===== src/rtl/shared_bus_arb_pkg.sv =====
`default_nettype none
// ============================================================================
//  Module   : shared_bus_arb_pkg
//  Brief    : Shared types and default parameters for shared_bus_arbiter.
//  Revision : 1.0 - initial release
// ============================================================================
package shared_bus_arb_pkg;

  // Arbiter FSM states
  typedef enum logic [1:0] {
    ARB_IDLE  = 2'd0,
    ARB_GRANT = 2'd1,
    ARB_TURN  = 2'd2
  } arb_state_t;

  localparam int ARB_N_DEFAULT        = 4;
  localparam int ARB_W_DEFAULT        = 32;
  localparam int ARB_TURN_DEFAULT     = 1;
  localparam int ARB_MAX_HOLD_DEFAULT = 8;

endpackage : shared_bus_arb_pkg
`default_nettype wire


===== src/rtl/shared_bus_arbiter_rr_pick.sv =====
`default_nettype none
// ============================================================================
//  Module   : rr_pick
//  Brief    : Combinational round-robin picker. Selects the first set request
//             bit at or after rr_ptr, wrapping modulo N.
//  Revision : 1.0 - initial release
// ============================================================================
module rr_pick
  import shared_bus_arb_pkg::*;
#(
  parameter int N = ARB_N_DEFAULT
) (
  input  logic [N-1:0]         req,
  input  logic [$clog2(N)-1:0] rr_ptr,
  output logic                 found,
  output logic [$clog2(N)-1:0] idx,
  output logic [N-1:0]         onehot
);

  localparam int IW = $clog2(N);
  // One extra bit so ptr + offset never overflows before the wrap
  localparam logic [IW:0] N_EXT = (IW+1)'(N);

  logic [IW:0]   cand_sum;
  logic [IW-1:0] cand;

  // Scan offsets 0..N-1 from the pointer; the first requester found wins
  always_comb begin
    found    = 1'b0;
    idx      = '0;
    onehot   = '0;
    cand_sum = '0;
    cand     = '0;
    for (int k = 0; k < N; k++) begin
      cand_sum = {1'b0, rr_ptr} + (IW+1)'(k);
      if (cand_sum >= N_EXT) begin
        cand_sum = cand_sum - N_EXT;
      end
      cand = cand_sum[IW-1:0];
      if (!found && req[cand]) begin
        found = 1'b1;
        idx   = cand;
      end
    end
    onehot[idx] = found;
  end

endmodule : rr_pick
`default_nettype wire


===== src/rtl/shared_bus_arbiter.sv =====
`default_nettype none
// ============================================================================
//  Module   : shared_bus_arbiter
//  Brief    : Round-robin owner arbitration for one shared W-bit net with a
//             guaranteed all-grants-low turnaround gap between owners.
//             Optional owner hold limit under SHARED_BUS_ARB_HOLD_LIMIT_EN.
//  Revision : 1.0 - initial release
// ============================================================================
module shared_bus_arbiter
  import shared_bus_arb_pkg::*;
#(
  parameter int N           = ARB_N_DEFAULT,
  parameter int W           = ARB_W_DEFAULT,
  parameter int TURN_CYCLES = ARB_TURN_DEFAULT
`ifdef SHARED_BUS_ARB_HOLD_LIMIT_EN
  , parameter int MAX_HOLD  = ARB_MAX_HOLD_DEFAULT
`endif
) (
  input  logic                 clk,
  input  logic                 rst,
  input  logic [N-1:0]         req,
  input  logic [N*W-1:0]       data_in,
  output logic [N-1:0]         grant,
  output logic [N-1:0]         drv_en,
  output logic [$clog2(N)-1:0] owner_id,
  output logic [W-1:0]         bus_out,
  output logic                 bus_valid,
  output logic                 turnaround
);

  localparam int IW = $clog2(N);
  localparam int TW = $clog2(TURN_CYCLES + 1);
  localparam logic [IW-1:0] LAST_IDX  = IW'(N - 1);
  localparam logic [TW-1:0] TURN_LOAD = TW'(TURN_CYCLES);
  localparam logic [TW-1:0] TURN_LAST = TW'(1);

  arb_state_t    state_q, state_d;
  logic [N-1:0]  grant_q, grant_d;
  logic [IW-1:0] owner_q, owner_d;
  logic [IW-1:0] ptr_q, ptr_d;
  logic [TW-1:0] turn_q, turn_d;

  logic          pick_found;
  logic [IW-1:0] pick_idx;
  logic [N-1:0]  pick_onehot;
  logic          owner_done;
  logic [IW-1:0] owner_next;

  rr_pick #(.N(N)) u_pick (
    .req    (req),
    .rr_ptr (ptr_q),
    .found  (pick_found),
    .idx    (pick_idx),
    .onehot (pick_onehot)
  );

  // Pointer moves just past the releasing owner, wrapping N-1 -> 0
  assign owner_next = (owner_q == LAST_IDX) ? '0 : owner_q + 1'b1;

`ifdef SHARED_BUS_ARB_HOLD_LIMIT_EN
  localparam int HW = $clog2(MAX_HOLD + 1);
  localparam logic [HW-1:0] HOLD_MAX = HW'(MAX_HOLD);

  logic [HW-1:0] hold_q, hold_d;

  // Owner leaves on voluntary drop, or when its hold budget is spent under contention
  assign owner_done = !req[owner_q] ||
                      ((hold_q == HOLD_MAX) && (|(req & ~grant_q)));
`else
  // Owner leaves only by dropping its request
  assign owner_done = !req[owner_q];
`endif

  // Next-state, grant, pointer and counter computation
  always_comb begin
    state_d = state_q;
    grant_d = grant_q;
    owner_d = owner_q;
    ptr_d   = ptr_q;
    turn_d  = turn_q;
`ifdef SHARED_BUS_ARB_HOLD_LIMIT_EN
    hold_d  = hold_q;
`endif
    case (state_q)
      ARB_IDLE: begin
        if (pick_found) begin
          state_d = ARB_GRANT;
          grant_d = pick_onehot;
          owner_d = pick_idx;
`ifdef SHARED_BUS_ARB_HOLD_LIMIT_EN
          hold_d  = HW'(1);
`endif
        end
      end
      ARB_GRANT: begin
        if (owner_done) begin
          state_d = ARB_TURN;
          grant_d = '0;
          ptr_d   = owner_next;
          turn_d  = TURN_LOAD;
        end
`ifdef SHARED_BUS_ARB_HOLD_LIMIT_EN
        else if (hold_q != HOLD_MAX) begin
          hold_d = hold_q + 1'b1;
        end
`endif
      end
      ARB_TURN: begin
        if (turn_q == TURN_LAST) begin
          if (pick_found) begin
            state_d = ARB_GRANT;
            grant_d = pick_onehot;
            owner_d = pick_idx;
`ifdef SHARED_BUS_ARB_HOLD_LIMIT_EN
            hold_d  = HW'(1);
`endif
          end else begin
            state_d = ARB_IDLE;
          end
        end else begin
          turn_d = turn_q - 1'b1;
        end
      end
      default: begin
        state_d = ARB_IDLE;
        grant_d = '0;
      end
    endcase
  end

  // State and control registers with synchronous reset
  always_ff @(posedge clk) begin
    if (rst) begin
      state_q <= ARB_IDLE;
      grant_q <= '0;
      owner_q <= '0;
      ptr_q   <= '0;
      turn_q  <= '0;
`ifdef SHARED_BUS_ARB_HOLD_LIMIT_EN
      hold_q  <= '0;
`endif
    end else begin
      state_q <= state_d;
      grant_q <= grant_d;
      owner_q <= owner_d;
      ptr_q   <= ptr_d;
      turn_q  <= turn_d;
`ifdef SHARED_BUS_ARB_HOLD_LIMIT_EN
      hold_q  <= hold_d;
`endif
    end
  end

  // Owner's value onto the bus when granted, zero otherwise
  always_comb begin
    bus_out = '0;
    if (bus_valid) begin
      bus_out = data_in[owner_q*W +: W];
    end
  end

  assign grant      = grant_q;
  assign drv_en     = grant_q;
  assign owner_id   = owner_q;
  assign bus_valid  = |grant_q;
  assign turnaround = (state_q == ARB_TURN);

endmodule : shared_bus_arbiter
`default_nettype wire


===== config.mk =====
export PLATFORM = sky130hd
export DESIGN_NAME = shared_bus_arbiter
export DESIGN_NICKNAME = d
export VERILOG_FILES = /design/src/rtl/shared_bus_arb_pkg.sv /design/src/rtl/shared_bus_arbiter_rr_pick.sv /design/src/rtl/shared_bus_arbiter.sv
export SDC_FILE = /design/constraint.sdc
export NUM_CORES = 1
export LEC_CHECK = 0
export BUFFER_PORTS_ARGS = -buffer_cell sky130_fd_sc_hd__buf_2
export CORE_MARGIN = 2
export CORE_UTILIZATION = 36
export CTS_CLUSTER_DIAMETER = 60
export CTS_CLUSTER_SIZE = 10
export DETAILED_ROUTE_END_ITERATION = 8
export GPL_ROUTABILITY_DRIVEN = 0
export PLACE_DENSITY = 0.82
export SYNTH_ARGS = -nofsm -noshare
export SYNTH_HDL_FRONTEND = slang
export SYNTH_SLANG_ARGS = --single-unit

===== constraint.sdc =====
create_clock -name clk -period 2.07 [get_ports clk]
set_input_delay 0.3105 -clock clk [delete_from_list [all_inputs] [get_ports clk]]
set_output_delay 0.3105 -clock clk [all_outputs]
set_load 0.01 [all_outputs]

==> flow_summary.yaml, run 1 <==
cells_and_area:
  antenna_cells: 0
  syn_to_final_growth_pct: 58.4
  final_layout_size_suffix_gt1_share_pct: 69.1
  nets: 467
  fillers: 409
  finish.utilization_pct: 58.4
  multi_input_area_sq_um: 1370
  register_area_sq_um: 224
  final_cells: 381
cts:
  cts_tree: "yes"
  root_buffer: "clkbuf_8"
  hold_buffers: 0
  clk_latency_ps: 240
  clock_path_buffers: 2
  clkSlewWorstSetupHoldPaths_ps: 50
  clkSinkCount: 11
  h-tree-depth: 1
  numCtsBuffers: 3
logic_synthesis:
  synthDistinctLibCells: 36
  syn_area_per_cell_sq_um: 10.9
  syn_inst: 156
  synthesis.nets: 295
  synth-xor-area-share_pct: 0
  ys.flop_type: "dfxtp_1"
  synthAdderAreaFrac_pct: 3.67
  yosysWarnings: 0
  synth_area_sq_um: 1710
  synth_compound_area_share_pct: 8.58
  ys_async_sr_fraction_pct: 0
  muxShareOfSynthArea_pct: 46.5
  ys_seq_area_share_pct: 12.9
  synth_top_family_by_area: "multiplexers"
  synth-seq-cells: 11
  synthSimpleGateAreaFrac_pct: 21.4
  synth_edf_count: 0
timing:
  fmax_ghz: 0.520
  hold_slack_ps: 342
  fin_crit_sh_pct: 92.9
  period_minus_slack_ps: 1920
  worstMarginPinSlew_ps: 513
  setup_viol: 0
  hold_viol_final: 0
  layout_setup_ws_ps: 146
  fin_tns_setup_ps: 0
  drv_slew: 0
  slew_headroom_pct: 65.5
  rsz0062_at_grt: "no"
  clock_skew_ps: 4.68
min_path:
  hold_end: "ptr_q[0]$_SDFFE_PP0P_"
  whs_path_depth: 2
  min_path_type: "primary input to flop"
  holdCritStartpoint: "rst"
worst_setup_path:
  reg2reg_depth: 6
  timing.rr.start: "state_q[0]$_SDFFE_PP0P_"
  start_kind: "flop"
  r2r_end: "drv_en[2]$_SDFFE_PP0P_"
  crit_required_ps: 1760
  critPathCaptureType: "primary output"
  crit_type: "flop to primary output"
  cp.arrival_ps: 1610
  crit_fanout: 18
  rrSetupSlack_ps: 290
detailed_routing:
  post_drt_via_cell_ratio: 5.31
  routed_wl_microns: 6240
  wl_per_cell_microns: 16.4
  dr.pass1.iters: 4
  remaining_drc_errors: 0
  drt_iter0_drc: 65
  ant_nets: 0
  dr_total_vias: 2023
run:
  maxCapViolCount: 0
global_routing:
  antenna_found_initial: 0
  first_global_vias: 1974
  grt_start_max_net_pins: 38
  grt_pass1_wl_microns: 9050
  overflow: 0
  track_usage_pct: 21.7
floorplanning:
  die_y_microns: 72.8
  ios: 178
  start_util_pct: 36.8
  rows: 25
  core_area_sq_um: 4630
  die_area_sq_um: 5300
  dieWidth_microns: 72.8
placed_design:
  place_inst: 375
  io_buffers: 177
  pre_cts_slack_ps: 191
  hpwl_microns: 5390
pwr:
  ir_drop_uv: 683
  p_leak_nw: 1.32
  powerDensity_nw_per_um2: 834
status:
  status: "finished, final reports clean"
-- Yosys cell counts (3+ instances only) --
cell / count / area share [%]
mux4_2: 33 / 44
buf_2: 4 / 1.2
nand2b_1: 3 / 1.1
buf_4: 6 / 2.6
nor2_1: 5 / 1.1
nor2b_1: 34 / 12
mux2i_1: 5 / 2.9
inv_1: 5 / 1.1
a32o_1: 4 / 2.3
dfxtp_1: 11 / 13
ha_1: 5 / 3.7
clkbuf_1: 5 / 1.1
nand2_1: 6 / 1.3
a21oi_1: 3 / 0.88
-- final cells by class --
type                       count  share of cell area (%)
timing repair buffer         183                    35.8
clock buffer                   4                    1.67
sequential                    11                    8.29
tap                           54                    2.50
multi-input combinational    123                    50.9
inverter                       6                   0.834
-- metrics by stage --
step	total power, mW	instance area, sq um
global placement	2.00	2640
global route	2.45	2700
finish	2.25	2700
detailed placement	2.04	2640
CTS	2.26	2690
floorplan	1.47	1710
-- sequential cells by signal, indices dropped and copies added, names as in the netlist --
signal	cells
drv_en	4
owner_id	2
ptr_q	2
state_q	2
turn_q	1
-- cell usage in the layout (no fill, tap or decap), types with 2 or more instances in the layout --
master / count
mux2i_1: 5
nand2_1: 6
ha_1: 5
nor2_1: 5
buf_12: 3
nand2b_1: 3
nor3_1: 2
clkbuf_8: 3
and2_1: 2
dfxtp_1: 10
or3_1: 2
buf_4: 3
o21ai_0: 2
nor2b_1: 34
mux4_2: 33
inv_1: 5
a21oi_1: 3
a32o_1: 4
o31ai_1: 2
buf_2: 177
nor4_2: 2
-- worst max-delay path by stage --
stage,startpoint,end,slack [ps],cells past startpoint
after global routing,owner_id[0]$_SDFFE_PP0P_,bus_out[23],60,4
final,owner_id[0]$_SDFFE_PP0P_,bus_out[24],150,4
after floorplan,owner_id[0]$_SDFFE_PP0P_,bus_out[23],150,4
after CTS,owner_id[0]$_SDFFE_PP0P_,bus_out[23],40,4
after global placement,owner_id[0]$_SDFFE_PP0P_,bus_out[30],250,4
after detailed placement,owner_id[0]$_SDFFE_PP0P_,drv_en[2]$_SDFFE_PP0P_,190,5
-- kinds of logic after synthesis --
logic type               Yosys count
adder cells (fa/ha/maj)            5
buffers and inverters             22
AND/OR/NAND/NOR                   61
multiplexers                      38
AO/OA/AOI/OAI                     19
flip-flops                        11
-- routing by layer --
| metal | up-vias | share of wire (%) | global-route usage (%) |
|---|---|---|---|
| li1 | 945 | - | - |
| met1 | 960 | 38 | 24.9 |
| met2 | 96 | 52 | 38.9 |
| met3 | 22 | 6.3 | 5.25 |
| met4 | 0 | 3.5 | 8.23 |
| met5 | - | 0 | 0 |
-- report_power, final --
part	switching [mW]	internal (mW)	leakage, nW
sequential	0.0607	0.272	0.0907
clock	0.0765	0.135	0.0228
combinational	0.821	0.887	1.20
total	0.958	1.29	1.32
-- what timing repair did --
action,4_1_cts,5_1_grt
setup endpoints to repair,26,12
buffers inserted,0,2
gates resized for setup,1,0
-- critical path: stages, from the launching register on --
cell and delay (ps):
dfxtp_4 390, buf_12 180, mux4_2 510, nor2b_1 140, buf_2 150
Note: power is estimated with default switching activity, not from simulation.
==> inputs of run 2 (changes only) <==
--- a/config.mk
+++ b/config.mk
@@ -12,7 +12,9 @@
 export CTS_CLUSTER_SIZE = 10
 export DETAILED_ROUTE_END_ITERATION = 8
 export GPL_ROUTABILITY_DRIVEN = 0
+export GPL_TIMING_DRIVEN = 0
 export PLACE_DENSITY = 0.82
+export SETUP_SLACK_MARGIN = 0.15
 export SYNTH_ARGS = -nofsm -noshare
 export SYNTH_HDL_FRONTEND = slang
 export SYNTH_SLANG_ARGS = --single-unit
==> flow_summary.yaml, run 2 (synthesis gave the netlist of run 1 again) <==
status:
  status: "finished, final reports clean"
detailed_routing:
  drt_iter0_drc: 98
  dr_total_vias: 2129
  post_drt_via_cell_ratio: 5.34
  ant_nets: 0
  wl_per_cell_microns: 17.1
  dr.pass1.iters: 4
  remaining_drc_errors: 0
  routed_wl_microns: 6830
timing:
  fin_crit_sh_pct: 96.0
  worstMarginPinSlew_ps: 486
  drv_slew: 0
  layout_setup_ws_ps: 83.7
  setup_viol: 0
  hold_viol_final: 0
  period_minus_slack_ps: 1990
  fin_tns_setup_ps: 0
  slew_headroom_pct: 67.3
  clock_skew_ps: 1.37
  hold_slack_ps: 447
  fmax_ghz: 0.503
  rsz0062_at_grt: "yes"
cells_and_area:
  final_cells: 399
  final_common_cell: "buf_2"
  largest_reg_flops: 4
  syn_to_final_growth_pct: 77.0
  fin_area_sq_um: 3020
  antenna_cells: 0
  final_layout_size_suffix_gt1_share_pct: 73.0
  nets: 485
  final_cell_mix: "170 x buf_2, 33 x mux4_2, 26 x nor2b_1"
floorplanning:
  ios: 178
  start_util_pct: 36.8
  die_area_sq_um: 5300
  dieWidth_microns: 72.8
  die_y_microns: 72.8
  rows: 25
  core_area_sq_um: 4630
min_path:
  min_path_type: "primary input to flop"
cts:
  clk_latency_ps: 240
  clkSlewWorstSetupHoldPaths_ps: 50
  h-tree-depth: 1
  clkSinkCount: 11
  numCtsBuffers: 3
  cts_tree: "yes"
  root_buffer: "clkbuf_8"
  clock_path_buffers: 2
  hold_buffers: 0
global_routing:
  grt_start_max_net_pins: 11
  antenna_found_initial: 0
  grt_pass1_wl_microns: 9400
  overflow: 0
  track_usage_pct: 23.0
  first_global_vias: 2031
worst_setup_path:
  crit_required_ps: 1760
  crit_type: "flop to primary output"
  cp.arrival_ps: 1680
  max_stage_delay_ps: 500
  cp_slowest_cell: "mux4_2"
  worstPathCellList: "buf_12 > buf_6 > mux4_2 > nor2b_1 > buf_2"
  critPathCaptureType: "primary output"
  crit_fanout: 8
  start_kind: "flop"
placed_design:
  place_inst: 386
  place_area_sq_um: 2660
  hpwl_microns: 5610
  pre_cts_slack_ps: -279
  io_buffers: 176
pwr:
  p_leak_nw: 1.48
  powerDensity_nw_per_um2: 902
  ir_drop_uv: 542
run:
  maxCapViolCount: 0
==> run 2: layout make-up <==
| type | count | area (sq um) |
|---|---|---|
| Multi-Input combinational cell | 123 | 1450 |
| Tap cell | 54 | 67.6 |
| Inverter | 6 | 22.5 |
| Buffer | 16 | 163 |
| Timing Repair Buffer | 185 | 1050 |
| Fill cell | 389 | 1610 |
| Clock buffer | 4 | 45.0 |
| Sequential cell | 11 | 221 |
==> run 2: stage by stage <==
stage | total power, mW | utilization [%]
6_report | 2.72 | 65.2
5_1_grt | 2.92 | 65.2
4_1_cts | 2.43 | 61.3
3_5_place_dp | 2.06 | 57.4
3_3_place_gp | 2.03 | 57.4
2_1_floorplan | 1.47 | -
==> run 2: worst paths after layout <==
path / end / slack (ps) / depth (start not counted) / startpoint
worst max-delay path: bus_out[31] / 80 / 5 / owner_id[0]$_SDFFE_PP0P_
worst min register to register: state_q[1]$_SDFFE_PP0P_ / 500 / 2 / state_q[1]$_SDFFE_PP0P_
worst max register to register: state_q[0]$_SDFFE_PP0P_ / 340 / 6 / owner_id[0]$_SDFFE_PP0P_
worst min-delay path: ptr_q[1]$_SDFFE_PP0P_ / 450 / 2 / rst
==> run 2: metal layers <==
layer	vias to the layer above	GRT usage, %	share of wire, %
met5	-	0	0
met4	0	8.64	1.8
met3	14	3.59	7.8
met2	103	42.9	54
met1	1027	26.2	36
li1	985	-	-
==> run 2: critical path: cells and delay by family, from the launching register on <==
family | cells | cell delay, ps
multiplexers | 1 | 500
buffers and inverters | 3 | 440
flip-flops | 1 | 340
AND/OR/NAND/NOR | 1 | 150
==> run 2: report_power, final <==
group          switching [mW]  internal, mW  leakage [nW]  total [mW]
sequential             0.0592         0.270        0.0904       0.330
combinational           0.993          1.19          1.36        2.18
clock                  0.0750         0.135        0.0228       0.210
total                    1.13          1.59          1.48        2.72
==> run 2: repair_timing <==
item,CTS,global route
setup endpoints to repair,33,37
pin swaps,0,1
resized for setup,24,25
gates cloned,1,2
buffers inserted,4,2
